==> src/rtl/fetch_pkg.sv <==
// Shared widths, opcode constants and FSM state encoding for the fetch controller.
package fetch_pkg;

   localparam int WIDTH = 16;

   localparam logic [3:0] OP_JF   = 4'hC;
   localparam logic [3:0] OP_JB   = 4'hD;
   localparam logic [3:0] OP_HALT = 4'hF;

   typedef enum logic [2:0] {
      S_IDLE,
      S_FETCH,
      S_EXEC,
      S_HALT,
      S_FAULT
   } state_e;

endpackage

==> src/rtl/instr_decode.sv <==
// Combinational opcode decode of the instruction register into PC update controls.
module instr_decode
   import fetch_pkg::*;
(
   input  logic [WIDTH-1:0] ir,
   output logic             inc,
   output logic             add,
   output logic             sub,
   output logic             is_halt,
   output logic [WIDTH-1:0] offset
);

   // NOTE: every output gets a default before the case, so no latch is inferred.
   always_comb begin
      inc     = 1'b0;
      add     = 1'b0;
      sub     = 1'b0;
      is_halt = 1'b0;
      offset  = WIDTH'(ir[11:0]);
      case (ir[15:12])
         OP_JF:   add     = 1'b1;
         OP_JB:   sub     = 1'b1;
         OP_HALT: is_halt = 1'b1;
         default: inc     = 1'b1;
      endcase
   end

endmodule

==> src/rtl/fetch_ctrl.sv <==
// Instruction fetch sequencer: IDLE -> FETCH -> EXEC loop, with HALT and optional FAULT.
// Define FETCH_TIMEOUT_EN to enable the FETCH watchdog that moves to FAULT.
module fetch_ctrl
   import fetch_pkg::*;
#(
   parameter int TIMEOUT_CYCLES = 15
) (
   input  logic             clk,
   input  logic             reset,
   input  logic             start,
   input  logic [WIDTH-1:0] pc,
   output logic             mem_req,
   output logic [WIDTH-1:0] mem_addr,
   input  logic             mem_ack,
   input  logic [WIDTH-1:0] mem_data,
   output logic [WIDTH-1:0] ir,
   output logic             ir_valid,
   output logic             inc,
   output logic             add,
   output logic             sub,
   output logic [WIDTH-1:0] offset,
   output logic             halted,
   output logic             fault
);

   state_e           state_q, state_d;
   logic [WIDTH-1:0] ir_q, ir_d;

   logic             dec_inc, dec_add, dec_sub, dec_is_halt;
   logic [WIDTH-1:0] dec_offset;

`ifdef FETCH_TIMEOUT_EN
   localparam int CNT_W = $clog2(TIMEOUT_CYCLES + 1);

   logic [CNT_W-1:0] cnt_q, cnt_d;
   logic             expired;

   // Compared one below the limit so FAULT follows exactly TIMEOUT_CYCLES ack-less FETCH cycles.
   assign expired = (cnt_q == CNT_W'(TIMEOUT_CYCLES - 1));
`endif

   instr_decode u_decode (
      .ir      (ir_q),
      .inc     (dec_inc),
      .add     (dec_add),
      .sub     (dec_sub),
      .is_halt (dec_is_halt),
      .offset  (dec_offset)
   );

   always_comb begin
      state_d = state_q;
      ir_d    = ir_q;
`ifdef FETCH_TIMEOUT_EN
      cnt_d   = cnt_q;
`endif
      case (state_q)
         S_IDLE: begin
            if (start) begin
               state_d = S_FETCH;
`ifdef FETCH_TIMEOUT_EN
               cnt_d   = '0;
`endif
            end
         end
         S_FETCH: begin
            if (mem_ack) begin
               ir_d    = mem_data;
               state_d = S_EXEC;
            end
`ifdef FETCH_TIMEOUT_EN
            else if (expired) begin
               state_d = S_FAULT;
            end else begin
               cnt_d = cnt_q + 1'b1;
            end
`endif
         end
         S_EXEC: begin
            if (dec_is_halt) begin
               state_d = S_HALT;
            end else begin
               state_d = S_FETCH;
`ifdef FETCH_TIMEOUT_EN
               cnt_d   = '0;
`endif
            end
         end
         S_HALT:  state_d = S_HALT;
         S_FAULT: state_d = S_FAULT;
         default: state_d = S_IDLE;
      endcase
   end

   // NOTE: sequential state uses non-blocking assignments so every flop samples pre-edge values.
   always_ff @(posedge clk) begin
      if (!reset) begin
         state_q <= S_IDLE;
         ir_q    <= '0;
`ifdef FETCH_TIMEOUT_EN
         cnt_q   <= '0;
`endif
      end else begin
         state_q <= state_d;
         ir_q    <= ir_d;
`ifdef FETCH_TIMEOUT_EN
         cnt_q   <= cnt_d;
`endif
      end
   end

   assign mem_addr = pc;
   assign mem_req  = (state_q == S_FETCH);
   assign ir       = ir_q;
   assign ir_valid = (state_q == S_EXEC);
   assign inc      = ir_valid & dec_inc;
   assign add      = ir_valid & dec_add;
   assign sub      = ir_valid & dec_sub;
   assign offset   = dec_offset;
   assign halted   = (state_q == S_HALT);

`ifdef FETCH_TIMEOUT_EN
   assign fault = (state_q == S_FAULT);
`else
   logic timeout_unused;

   assign fault          = 1'b0;
   assign timeout_unused = (TIMEOUT_CYCLES != 0);
`endif

endmodule
==> config.mk <==
export PLATFORM = sky130hd
export DESIGN_NAME = fetch_ctrl
export DESIGN_NICKNAME = d
export VERILOG_FILES = /design/src/rtl/fetch_pkg.sv /design/src/rtl/instr_decode.sv /design/src/rtl/fetch_ctrl.sv
export SDC_FILE = /design/constraint.sdc
export NUM_CORES = 1
export LEC_CHECK = 0
export BUFFER_PORTS_ARGS = -buffer_cell sky130_fd_sc_hd__clkbuf_2
export CAP_MARGIN = 25
export CORE_ASPECT_RATIO = 0.8
export CORE_MARGIN = 5
export CORE_UTILIZATION = 37
export DETAILED_ROUTE_END_ITERATION = 10
export PLACE_DENSITY = 0.79
export SETUP_SLACK_MARGIN = 0.3
export SYNTH_ARGS = -nofsm -noshare
export SYNTH_HDL_FRONTEND = slang
export SYNTH_SLANG_ARGS = --single-unit
==> constraint.sdc <==
create_clock -name clk -period 1.5 [get_ports clk]
set_input_delay 0.075 -clock clk [delete_from_list [all_inputs] [get_ports clk]]
set_output_delay 0.075 -clock clk [all_outputs]
set_load 0.02 [all_outputs]
* Word-level counts from Yosys, hierarchy flattened
Cells that the tools add are included.
W data, S select, Z words.
** Operators by class
- Add/subtract/negate cells :: 0
- Shifts and indexed selects :: 0
- Bitwise logic cells :: 3
- Equal/unequal tests :: 9
- Order comparisons :: 0
- Reductions and logical operators :: 4
- Multiplexer cells :: 8
- Divide/modulo/power cells :: 0
- $mul :: 0
** Operator list (number)
- $pmux W3 S5 :: 1
- $eq A4 B4 Y1 const B :: 3
- $eq A3 B2 Y1 const B :: 2
- $mux W3 :: 2
- $mux W1 :: 4
- $reduce_and A2 Y1 :: 2
- $and A1 B1 Y1 :: 3
- $eq A3 B1 Y1 const B :: 1
- $eq A3 B3 Y1 const B :: 1
- $logic_not A3 Y1 :: 1
- $reduce_or A3 Y1 :: 1
- $mux W2 :: 1
- $ne A2 B1 Y1 const B :: 1
- $ne A2 B2 Y1 const B :: 1
** Word-level totals
- Memory bits (read-only) :: 0
- Logic and storage cells :: 26
- Memories :: 0
- Latch bits :: 0
- Register bits :: 19
- Output and inout bits :: 55
- Bits in writable memories :: 0

* Depth between registers and ports, before layout
Gate-level depths: netlist (run 1).
- Depth after elaboration :: 4
- Depth in mapped cells :: 4

* By module
Synthesis (run 1) repeated with hierarchy kept, for this count alone.
** Second synthesis, totals
- Cells, all modules :: 132
- Area total of the unflattened synthesis :: 1103.6 um2
** Modules (own cells, without submodules)
- fetch_ctrl :: sequential area each 380.4 um2, area an instance 942.2 um2, instances 1, cells each 108
- instr_decode :: sequential area each 0.0 um2, area an instance 161.4 um2, instances 1, cells each 24

* Worst setup path after synthesis (run 1)
No wires, ideal clock.
- Kind :: register -> output
- Start point :: reg state_q[1]
- End point :: out add
- Slack :: -0.043 ns
- Stages on the path, launching flop included :: 3
- Path buffers :: 0
- Arrival :: 1.468 ns
- Cell sequence :: dfxtp_1 -> or3b_4 -> nor4_1
** Between the ends
- Word-level cells in the longest chain between the ends :: 2
** RTL lines
- from (decl) :: RTL line fetch_ctrl.sv:26 : state_e state_q, state_d;
- from (signal assigned) :: RTL line fetch_ctrl.sv:104 : state_q <= state_d;
- $eq A3 B2 Y1 :: RTL line fetch_ctrl.sv:115 : assign ir_valid = (state_q == S_EXEC);
- $and A1 B1 Y1 :: RTL line fetch_ctrl.sv:117 : assign add = ir_valid & dec_add;
- to (decl) :: RTL line fetch_ctrl.sv:19 : output logic add,
Every way passes these cells.

* Worst setup path in the final report (run 1)
- Start point :: reg state_q[2]
- End point :: out sub
** Between the ends
- Word-level cells in the longest chain between the ends :: 2
** RTL lines
- $eq A3 B2 Y1 :: RTL line fetch_ctrl.sv:115
- $and A1 B1 Y1 :: RTL line fetch_ctrl.sv:118 : assign sub = ir_valid & dec_sub;
- to (decl) :: RTL line fetch_ctrl.sv:20 : output logic sub,
Every way passes these cells.

==> metrics.txt, run 1 <==
result of the run finished clean; number of sinks on the clock net 19; number of antenna repair diodes 0; Synth Register Bits 19; CP Capture Type output pin; maximum ir drop on the vdd rail 0.0003683 V; top fanout value on the critical path 6; worst endpoint data arrival time 1.41 ns; clock tree from TritonCTS built; Cell Area, Synth 0.001037 mm2; Sequential cell area 389.1 um2; core outline area 0.002723 mm2; register-to-register setup slack 0.09 ns; antenna violation net count after detailed routing 0; number of gates on the worst path with buffers counted 3; Worst Hold Slack 0.1500 ns; share of layout cells above drive strength 1 52.66%; number of iterations in the first detailed-routing pass 4; total of endpoints with negative setup slack in the final report 0; cell type group with the largest total delay on the critical path simple AND/OR/NAND/NOR gates; number of rows created at floorplan 17; final global-route overflow total 0; total number of nets in the final design 206; vias in the first global route 889; leakage power of the design 0.6398 nW; portion of the post-synthesis area used by sequential elements 36.67%; asr flop ratio synth 0%; flip-flop cell with the highest count after synthesis dfxtp_1; count of mapped cells out of synthesis 129; cell at the root of the clock tree clkbuf_4; start point of the critical path state_q[2]; number of antenna violations at the first check in global routing 0; maximum number of pins on one net before global-route repair 36; unrepaired setup endpoints after global routing yes; wire per inst 12.61 um; Initial DRC Count 35; final count of pins violating max slew 0; multi-input combinational cell area 505.5 um2; Fillers 290; DIE HEIGHT 57.36 um; capture instance of the worst register-to-register path ir[11]; Hold Fails Final Rpt 0; yosys synthesis warning count 0; Period Utilization, post-route 99.01%; detailed-route DRC error count 0; last element of the critical path sub; estimated wirelength of the detail-placed design 1546 um; number of buffers and inverters on the critical path 1; layout-stage area growth over the synthesis result 40.17%; Rel. slew slack 45.69%; level count of the clock H-tree 1; beginning of the worst register-to-register path state_q[1]; PD cells 723.2 mW/mm2; effective utilization at floorplan 38.10%; num ports 91; global-route wire length before repair 4112 um; slew at the pin closest to its max-slew limit 0.8147 ns; startpoint type of the worst setup path flop; type of the tightest min-delay check in -> out; number of vias in the routed layout 946; worst setup path category reg -> out; Die X 69.20 um; most common cell after layout, fill and taps aside clkbuf_2; final wirelength 2611 um; max capacitance violation total 0; unique cell type count in the Yosys netlist 24; DP Cell Count 185; Vias/cell 4.570; Skew-Pair Late Insertion Delay 0.29 ns; post-layout min period 1.485 ns; setup total negative slack 0 ns; clk slew on worst S/H paths 0.10 ns; Total Die Area 0.003969 mm2; worst setup skew after layout 0.0009249 ns; leading cell types in the layout, fill and taps excluded 47 x clkbuf_2, 17 x nand2_1, 16 x nand3_2, 16 x dlygate4sd3_1, 16 x dfxtp_1; I/O Buffers 53; overall track demand over capacity in global routing 12.65%; average instance area after synthesis 8.041 um2; number of enable flip-flop cells after synthesis 0; TritonCTS buffer count 3; Required @ worst endpoint 1.42 ns; CP max stage delay 0.42 ns; filler-free cell count of the finished design 207; depth of the worst register-to-register path 4; global placer's final weighted congestion 0.7237; cells traversed along the worst timing path or3b_4 -> nor4_4 -> buf_4; fmax 0.6733 GHz; clk buf depth 2; crit path max-delay cell type or3b_4
[cell families after synthesis]
group	Yosys count	share of synthesized area [%]
other cells	1	0.3615
flops	19	36.67
buf+inv	42	27.86
compound gates	19	9.771
simple gates	48	25.33
[synth_stat cells, types with 2 or more instances]
| library cell | n | area share, % |
|---|---|---|
| nand2_1 | 17 | 6.2 |
| dfxtp_1 | 19 | 37 |
| nor2b_1 | 2 | 1.2 |
| buf_2 | 2 | 0.97 |
| o21ai_0 | 16 | 7.7 |
| buf_4 | 34 | 25 |
| nor2_1 | 2 | 0.72 |
| inv_1 | 2 | 0.72 |
| nor3b_1 | 2 | 1.4 |
| nand3_1 | 16 | 7.7 |
| nor4_1 | 2 | 1.2 |
| clkbuf_1 | 3 | 1.1 |
[state kept, by name (all words and copies together) (netlist names)]
register / count
ir: 16
state_q: 3
[area by class of cell]
cell class	count	area share [%]
Tap cell	38	3.270
Multi-Input combinational cell	72	34.77
Timing Repair Buffer	72	32.79
Clock inverter	1	0.3442
Inverter	2	0.5164
Sequential cell	19	26.76
Clock buffer	3	1.549
[power breakdown]
| group | internal (W) | leakage, nW | switching, W | total, W |
|---|---|---|---|---|
| logic | 0.000107 | 0.466 | 0.000149 | 0.000256 |
| clock network | 0.0000992 | 0.0177 | 0.000152 | 0.000251 |
| registers | 0.000525 | 0.156 | 0.0000195 | 0.000544 |
[layer usage]
| metal | global-route usage, % | routed length (um) | up-vias |
|---|---|---|---|
| met1 | 13.04 | 1026 | 426 |
| met4 | 4.178 | 29 | 0 |
| met5 | 0 | 0 | - |
| met2 | 23.64 | 1365 | 39 |
| li1 | - | - | 475 |
| met3 | 4.930 | 188 | 6 |
[metrics by stage]
step,power (W),util (%),setup WS (ns),area (um2)
4_1_cts,0.001073,52.67,-0.01786,1434
6_report,0.001052,53.40,0.01481,1454
2_1_floorplan,0.0007700,-,0.2702,1082
3_3_place_gp,0.0007461,41.18,0.2374,1121
5_1_grt,0.001117,53.40,-0.07039,1454
3_5_place_dp,0.0007478,41.18,0.2219,1121
[repair_timing]
item                                    in CTS  in global routing
pin swaps                                    3                  3
hold endpoints to repair                    16                  0
buffers inserted                             1                  1
hold buffers                                16                  0
endpoints found under the setup margin      22                 24
resized for setup                           43                  9
[worst min path at each step]
stage / startpoint / endpoint / slack [ns] / cells past startpoint
after floorplan: mem_data[0] / ir[0] / 0.21 / 2
after global placement: pc[13] / mem_addr[13] / 0.15 / 0
after detailed placement: pc[13] / mem_addr[13] / 0.15 / 0
after CTS: pc[13] / mem_addr[13] / 0.15 / 0
after global routing: pc[10] / mem_addr[10] / 0.15 / 0
final: pc[12] / mem_addr[12] / 0.15 / 0
(Power assumes the default switching activity.)
==> run 2: changes to the inputs <==
- SLEW_MARGIN: not set -> 5
- clock period: 1.5 -> 1.65 ns (I/O delays scaled with it)
==> metrics.txt, run 2 (synthesis gave the netlist of run 1 again) <==
number of antenna repair diodes 0 (unchanged); clk slew on worst S/H paths 0.10 ns (about the same); leakage power of the design 0.5719 nW (-11%); detailed-route DRC error count 0 (unchanged); Period Utilization, post-route 92.82%; pre-CTS setup slack 0.2893 ns (+0.06739 ns); slew at the pin closest to its max-slew limit 0.6318 ns (-0.1829 ns); register-to-register setup slack 0.43 ns (+0.34 ns); core outline area 0.002723 mm2 (unchanged); DIE HEIGHT 57.36 um (unchanged); Hold Fails Final Rpt 0 (unchanged); CP Capture Type output pin; Skew-Pair Late Insertion Delay 0.29 ns (about the same); effective utilization at floorplan 38.10% (unchanged); Vias/cell 4.704 (+2.9%); wire per inst 13.53 um (+7.2%); type of the tightest min-delay check in -> reg; cells traversed along the worst timing path or3b_4 -> nor4_4 -> buf_4; startpoint type of the worst setup path flop; final count of pins violating max slew 0 (unchanged); final global-route overflow total 0 (unchanged); final setup slack of the worst path 0.1185 ns (+0.1037 ns); Required @ worst endpoint 1.57 ns (+0.15 ns); number of iterations in the first detailed-routing pass 4 (unchanged); depth of the worst register-to-register path 4 (unchanged); number of vias in the routed layout 922 (-2.5%); capture instance of the worst register-to-register path state_q[1]; most common cell after layout, fill and taps aside clkbuf_2; num ports 91 (unchanged); clock tree from TritonCTS built; max capacitance violation total 0 (unchanged); number of rows created at floorplan 17 (unchanged); worst setup skew after layout 0.003905 ns (+0.002980 ns); clk buf depth 2 (unchanged); number of sinks on the clock net 19 (unchanged); unrepaired setup endpoints after global routing yes; crit path max-delay cell type or3b_4; layout-stage area growth over the synthesis result 21.95%; cell at the root of the clock tree clkbuf_4; beginning of the worst register-to-register path state_q[0]; number of antenna violations at the first check in global routing 0 (unchanged); Cells on Worst Hold Path 3 (+3); Rel. slew slack 57.88% (+12 points); worst endpoint data arrival time 1.45 ns (+0.04 ns); Total Die Area 0.003969 mm2 (unchanged); level count of the clock H-tree 1 (unchanged); fmax 0.6530 GHz; total of endpoints with negative setup slack in the final report 0 (unchanged); antenna violation net count after detailed routing 0 (unchanged); post-layout min period 1.531 ns; Die X 69.20 um (unchanged); worst setup path category reg -> out; estimated wirelength of the detail-placed design 1618 um (+4.7%); I/O Buffers 53 (unchanged); share of layout cells above drive strength 1 46.84% (-5.8 points); maximum ir drop on the vdd rail 0.0002536 V (-31%); leading cell types in the layout, fill and taps excluded 49 x clkbuf_2, 17 x nand2_1, 16 x nand3_1, 16 x o21ai_0, 16 x dfxtp_1; vias in the first global route 854 (-3.9%); global placer's final weighted congestion 0.7239 (about the same); final wirelength 2651 um (+1.5%); setup total negative slack 0 ns (unchanged); last element of the critical path add; total number of nets in the final design 195 (-5.3%); maximum number of pins on one net before global-route repair 36 (unchanged); flip-flop count of the largest register after layout 16 (unchanged); Initial DRC Count 60 (+71%); Fillers 285 (-1.7%); global-route wire length before repair 3953 um (-3.9%); start point of the critical path state_q[0]; CP max stage delay 0.44 ns (+0.02 ns); top fanout value on the critical path 3 (-3); result of the run finished clean; overall track demand over capacity in global routing 12.19% (-0.47 points); PD cells 724.5 mW/mm2 (+0.17%); TritonCTS buffer count 3 (unchanged)
[run 2: through the flow]
stage | total power [W] | instance area [um2] | hold WS (ns) | cells | utilization, %
after CTS | 0.0009132 | 1200 | 0.001309 | 194 | 44.07
after global placement | 0.0006732 | 1084 | 0.1651 | 184 | 39.80
after detailed placement | 0.0006757 | 1084 | 0.1651 | 184 | 39.80
after global routing | 0.0009711 | 1265 | 0.01319 | 196 | 46.46
after floorplan | 0.0006964 | 1052 | 0.2129 | 133 | -
final | 0.0009164 | 1265 | 0.009126 | 196 | 46.46
[run 2: routing by layer]
layer / track usage, % / vias to the layer above / wire, um
met3: 4.754 / 4 / 194
met2: 20.11 / 54 / 1341
met1: 13.95 / 403 / 1088
li1: - / 461 / -
met5: 0 / - / 0
met4: 5.850 / 0 / 26
[run 2: repair_timing]
action / 4_1_cts / 5_1_grt
buffers inserted: 4 / 0
pin swaps: 0 / 5
cloned: 0 / 2
endpoints found under the hold margin: 2 / 0
hold buffers: 2 / 0
setup endpoints to repair: 4 / 20
resized for setup: 14 / 12
[run 2: critical path, delay by kind of cell (launching register included)]
| kind | cells | cell delay, ns |
|---|---|---|
| DFF | 1 | 0.36 |
| and+or+nand+nor | 2 | 0.62 |
| buffers and inverters | 1 | 0.19 |
[run 2: how the worst min path moves through the flow]
stage          slack [ns]         start            to
6_report            0.009  mem_data[12]        ir[12]
5_1_grt              0.01   mem_data[8]         ir[8]
4_1_cts             0.001  mem_data[12]        ir[12]
3_5_place_dp         0.17        pc[10]  mem_addr[10]
3_3_place_gp         0.17        pc[10]  mem_addr[10]
2_1_floorplan        0.21   mem_data[0]         ir[0]
[run 2: final cells by class]
class                      count  area [um2]  share of cell area [%]
clock buffer                   4       26.28                   2.077
tap                           38       47.55                   3.759
sequential                    19       391.6                   30.96
timing repair buffer          59       340.3                   26.90
inverter                       2       10.01                  0.7913
multi-input combinational     74       449.2                   35.51
[run 2: power breakdown]
part / internal (W) / leakage [nW] / total, W / switching, W
Sequential: 0.000476 / 0.157 / 0.000494 / 0.0000181
Clock: 0.0000939 / 0.0150 / 0.000223 / 0.000129
Combinational: 0.0000760 / 0.400 / 0.000199 / 0.000123
==> run 3: changes to the inputs <==
- CORE_UTILIZATION: 37 -> 38
- SYNTH_HIERARCHICAL: not set -> 1
==> metrics.txt, run 3 <==
unrepaired setup endpoints after global routing yes; estimated wirelength of the detail-placed design 1749 um (+8.1%); flip-flop cell with the highest count after synthesis dfxtp_1; num ports 91 (unchanged); total power 0.0009233 W (+0.75%); total of endpoints with negative setup slack in the final report 0 (unchanged); Synth Register Bits 19 (unchanged); leading cell types by count after synthesis 36 x nand2_1, 34 x buf_4, 19 x dfxtp_1; count of mapped cells out of synthesis 132 (+2.3%); number of enable flip-flop cells after synthesis 0 (unchanged); top fanout value on the critical path 6 (+3); crit path max-delay cell type dfxtp_4; leakage power of the design 0.6168 nW (+7.9%); total number of nets in the final design 200 (+2.6%); worst setup skew after layout 0.006255 ns (+0.002350 ns); maximum number of pins on one net before global-route repair 23 (-36%); Cell Area, Synth 0.001104 mm2 (+6.4%); number of antenna repair diodes 0 (unchanged); layout-stage area growth over the synthesis result 17.80%; share of layout cells above drive strength 1 44.17% (-2.7 points); clk slew on worst S/H paths 0.11 ns (about the same); I/O Buffers 53 (unchanged); number of iterations in the first detailed-routing pass 4 (unchanged); Min-Delay Startpoint mem_data[14]; maximum ir drop on the vdd rail 0.0004095 V (+61%); Skew-Pair Late Insertion Delay 0.30 ns (about the same); portion of the post-synthesis area used by sequential elements 34.47% (-2.2 points); level count of the clock H-tree 1 (unchanged); beginning of the worst register-to-register path state_q[1]; Die X 70.25 um (+1.5%); post-layout min period 1.314 ns (-0.2176 ns); Initial DRC Count 40 (-33%); antenna violation net count after detailed routing 0 (unchanged); most common cell in the netlist nand2_1; fmax 0.7611 GHz (+17%); global-route wire length before repair 3608 um (-8.7%); final instance area 0.001300 mm2 (+2.8%); detailed-route DRC error count 0 (unchanged); Period Utilization, post-route 79.63% (-13 points); multi-input combinational cell area 459.2 um2 (+2.2%); number of sinks on the clock net 19 (unchanged); TritonCTS buffer count 3 (unchanged); Sequential cell area 390.4 um2 (-0.32%); most common cell after layout, fill and taps aside clkbuf_2; wire per inst 11.67 um (-14%); result of the run finished clean; leading cell types in the layout, fill and taps excluded 49 x clkbuf_2, 36 x nand2_1, 16 x mux2i_1; final global-route overflow total 0 (unchanged); CP Capture Type output pin; final count of pins violating max slew 0 (unchanged); setup total negative slack 0 ns (unchanged); unique cell type count in the Yosys netlist 22 (-8.3%); number of vias in the routed layout 847 (-8.1%); worst setup path category reg -> out; leading post-synthesis cells by cell area dfxtp_1 34%, buf_4 23%, mux2i_1 15%; clock tree from TritonCTS built; flip-flop count of the largest register after layout 16 (unchanged); placed standard-cell area 0.001176 mm2 (+8.5%); overall track demand over capacity in global routing 10.95% (-1.2 points); CP max stage delay 0.40 ns (-0.04 ns); Required @ worst endpoint 1.57 ns (about the same); final wirelength 2345 um (-12%); biggest area consumer among synthesized cells dfxtp_1; asr flop ratio synth 0% (unchanged); startpoint type of the worst setup path flop; number of antenna violations at the first check in global routing 0 (unchanged); Hold Fails Final Rpt 0 (unchanged); yosys synthesis warning count 6 (+6); Vias/cell 4.214 (-10%); cells traversed along the worst timing path nor3b_4 -> and2_1 -> buf_4; type of the tightest min-delay check in -> reg; effective utilization at floorplan 39.91% (+1.8 points); vias in the first global route 796 (-6.8%); core outline area 0.002765 mm2 (+1.6%); clk buf depth 2 (unchanged); global placer's final weighted congestion 0.7328 (+1.2%); DIE HEIGHT 58.20 um (+1.5%); max capacitance violation total 0 (unchanged); post-synth top area share 34.47% (-2.2 points); PD cells 710.2 mW/mm2 (-2.0%); average instance area after synthesis 8.360 um2 (+4.0%); worst endpoint data arrival time 1.23 ns (-0.22 ns); number of rows created at floorplan 17 (unchanged); start point of the critical path state_q[1]; Total Die Area 0.004089 mm2 (+3.0%); Fillers 285 (unchanged); cell at the root of the clock tree clkbuf_4
==> run 3: cell count changes after synthesis, moves of 3 or more <==
cell / change
and2_1: +3
o21ai_0: -15
nand2_1: +19
mux2i_1: +16
nand3_1: -16
==> run 3: stage by stage <==
step	utilization (%)	cells	hold slack [ns]	worst slack, ns
2_1_floorplan	-	135	0.2246	0.4730
3_3_place_gp	42.53	190	0.1651	0.4394
3_5_place_dp	42.53	190	0.1651	0.3789
4_1_cts	45.34	198	0.0003136	0.3038
5_1_grt	47.01	201	0.0001863	0.2667
6_report	47.01	201	0.007063	0.3362
==> run 3: logic make-up (layout without fill, tap and decap cells) <==
family	Yosys count	in the layout	synth area share, %
DFF	19	19	34.47
and+or+nand+nor	50	50	20.86
AOI/OAI and AO/OA	4	4	2.154
buffers and inverters	41	69	27.32
muxes	16	16	14.51
other	2	5	0.6805
==> run 3: layout make-up <==
class                      instances  area share [%]
clock buffer                       3           1.732
clock inverter                     1          0.3850
inverter                           2          0.5775
multi-input combinational         75           35.32
sequential                        19           30.03
tap                               38           3.657
timing repair buffer              63           28.30
==> run 3: where the power goes <==
part	total [W]	switching (W)	internal, W
Combinational	0.000195	0.000112	0.0000833
Clock	0.000229	0.000139	0.0000903
Sequential	0.000499	0.0000206	0.000479
Total	0.000923	0.000271	0.000652
==> run 3: worst paths after layout <==
| kind | end | slack, ns | cells after the start |
|---|---|---|---|
| worst min register to register | ir[15] | 0.48 | 2 |
| worst min-delay path | ir[14] | 0.007 | 3 |
| worst max register to register | ir[8] | 0.40 | 3 |
| worst max-delay path | add | 0.34 | 3 |
==> run 3: repair_timing <==
| item | CTS | global route |
|---|---|---|
| pin swaps | 0 | 2 |
| gates resized for setup | 5 | 12 |
| endpoints found under the setup margin | 5 | 4 |
| hold buffers | 3 | 2 |
| hold endpoints to repair | 3 | 2 |
| buffers inserted | 1 | 1 |
==> run 3: critical path: cells and delay by family (launching register included) <==
kind,cells,cell delay (ns)
DFF,1,0.40
and+or+nand+nor,2,0.40
buffers and inverters,1,0.13
==> run 3: per-layer routing <==
layer	GRT usage (%)	routed length [um]	up-vias	share of wire, %
li1	-	-	440	-
met1	12.12	944	357	40
met2	18.80	1137	44	48
met3	5.719	247	6	11
met4	2.459	16	0	0.68
met5	0	0	-	0
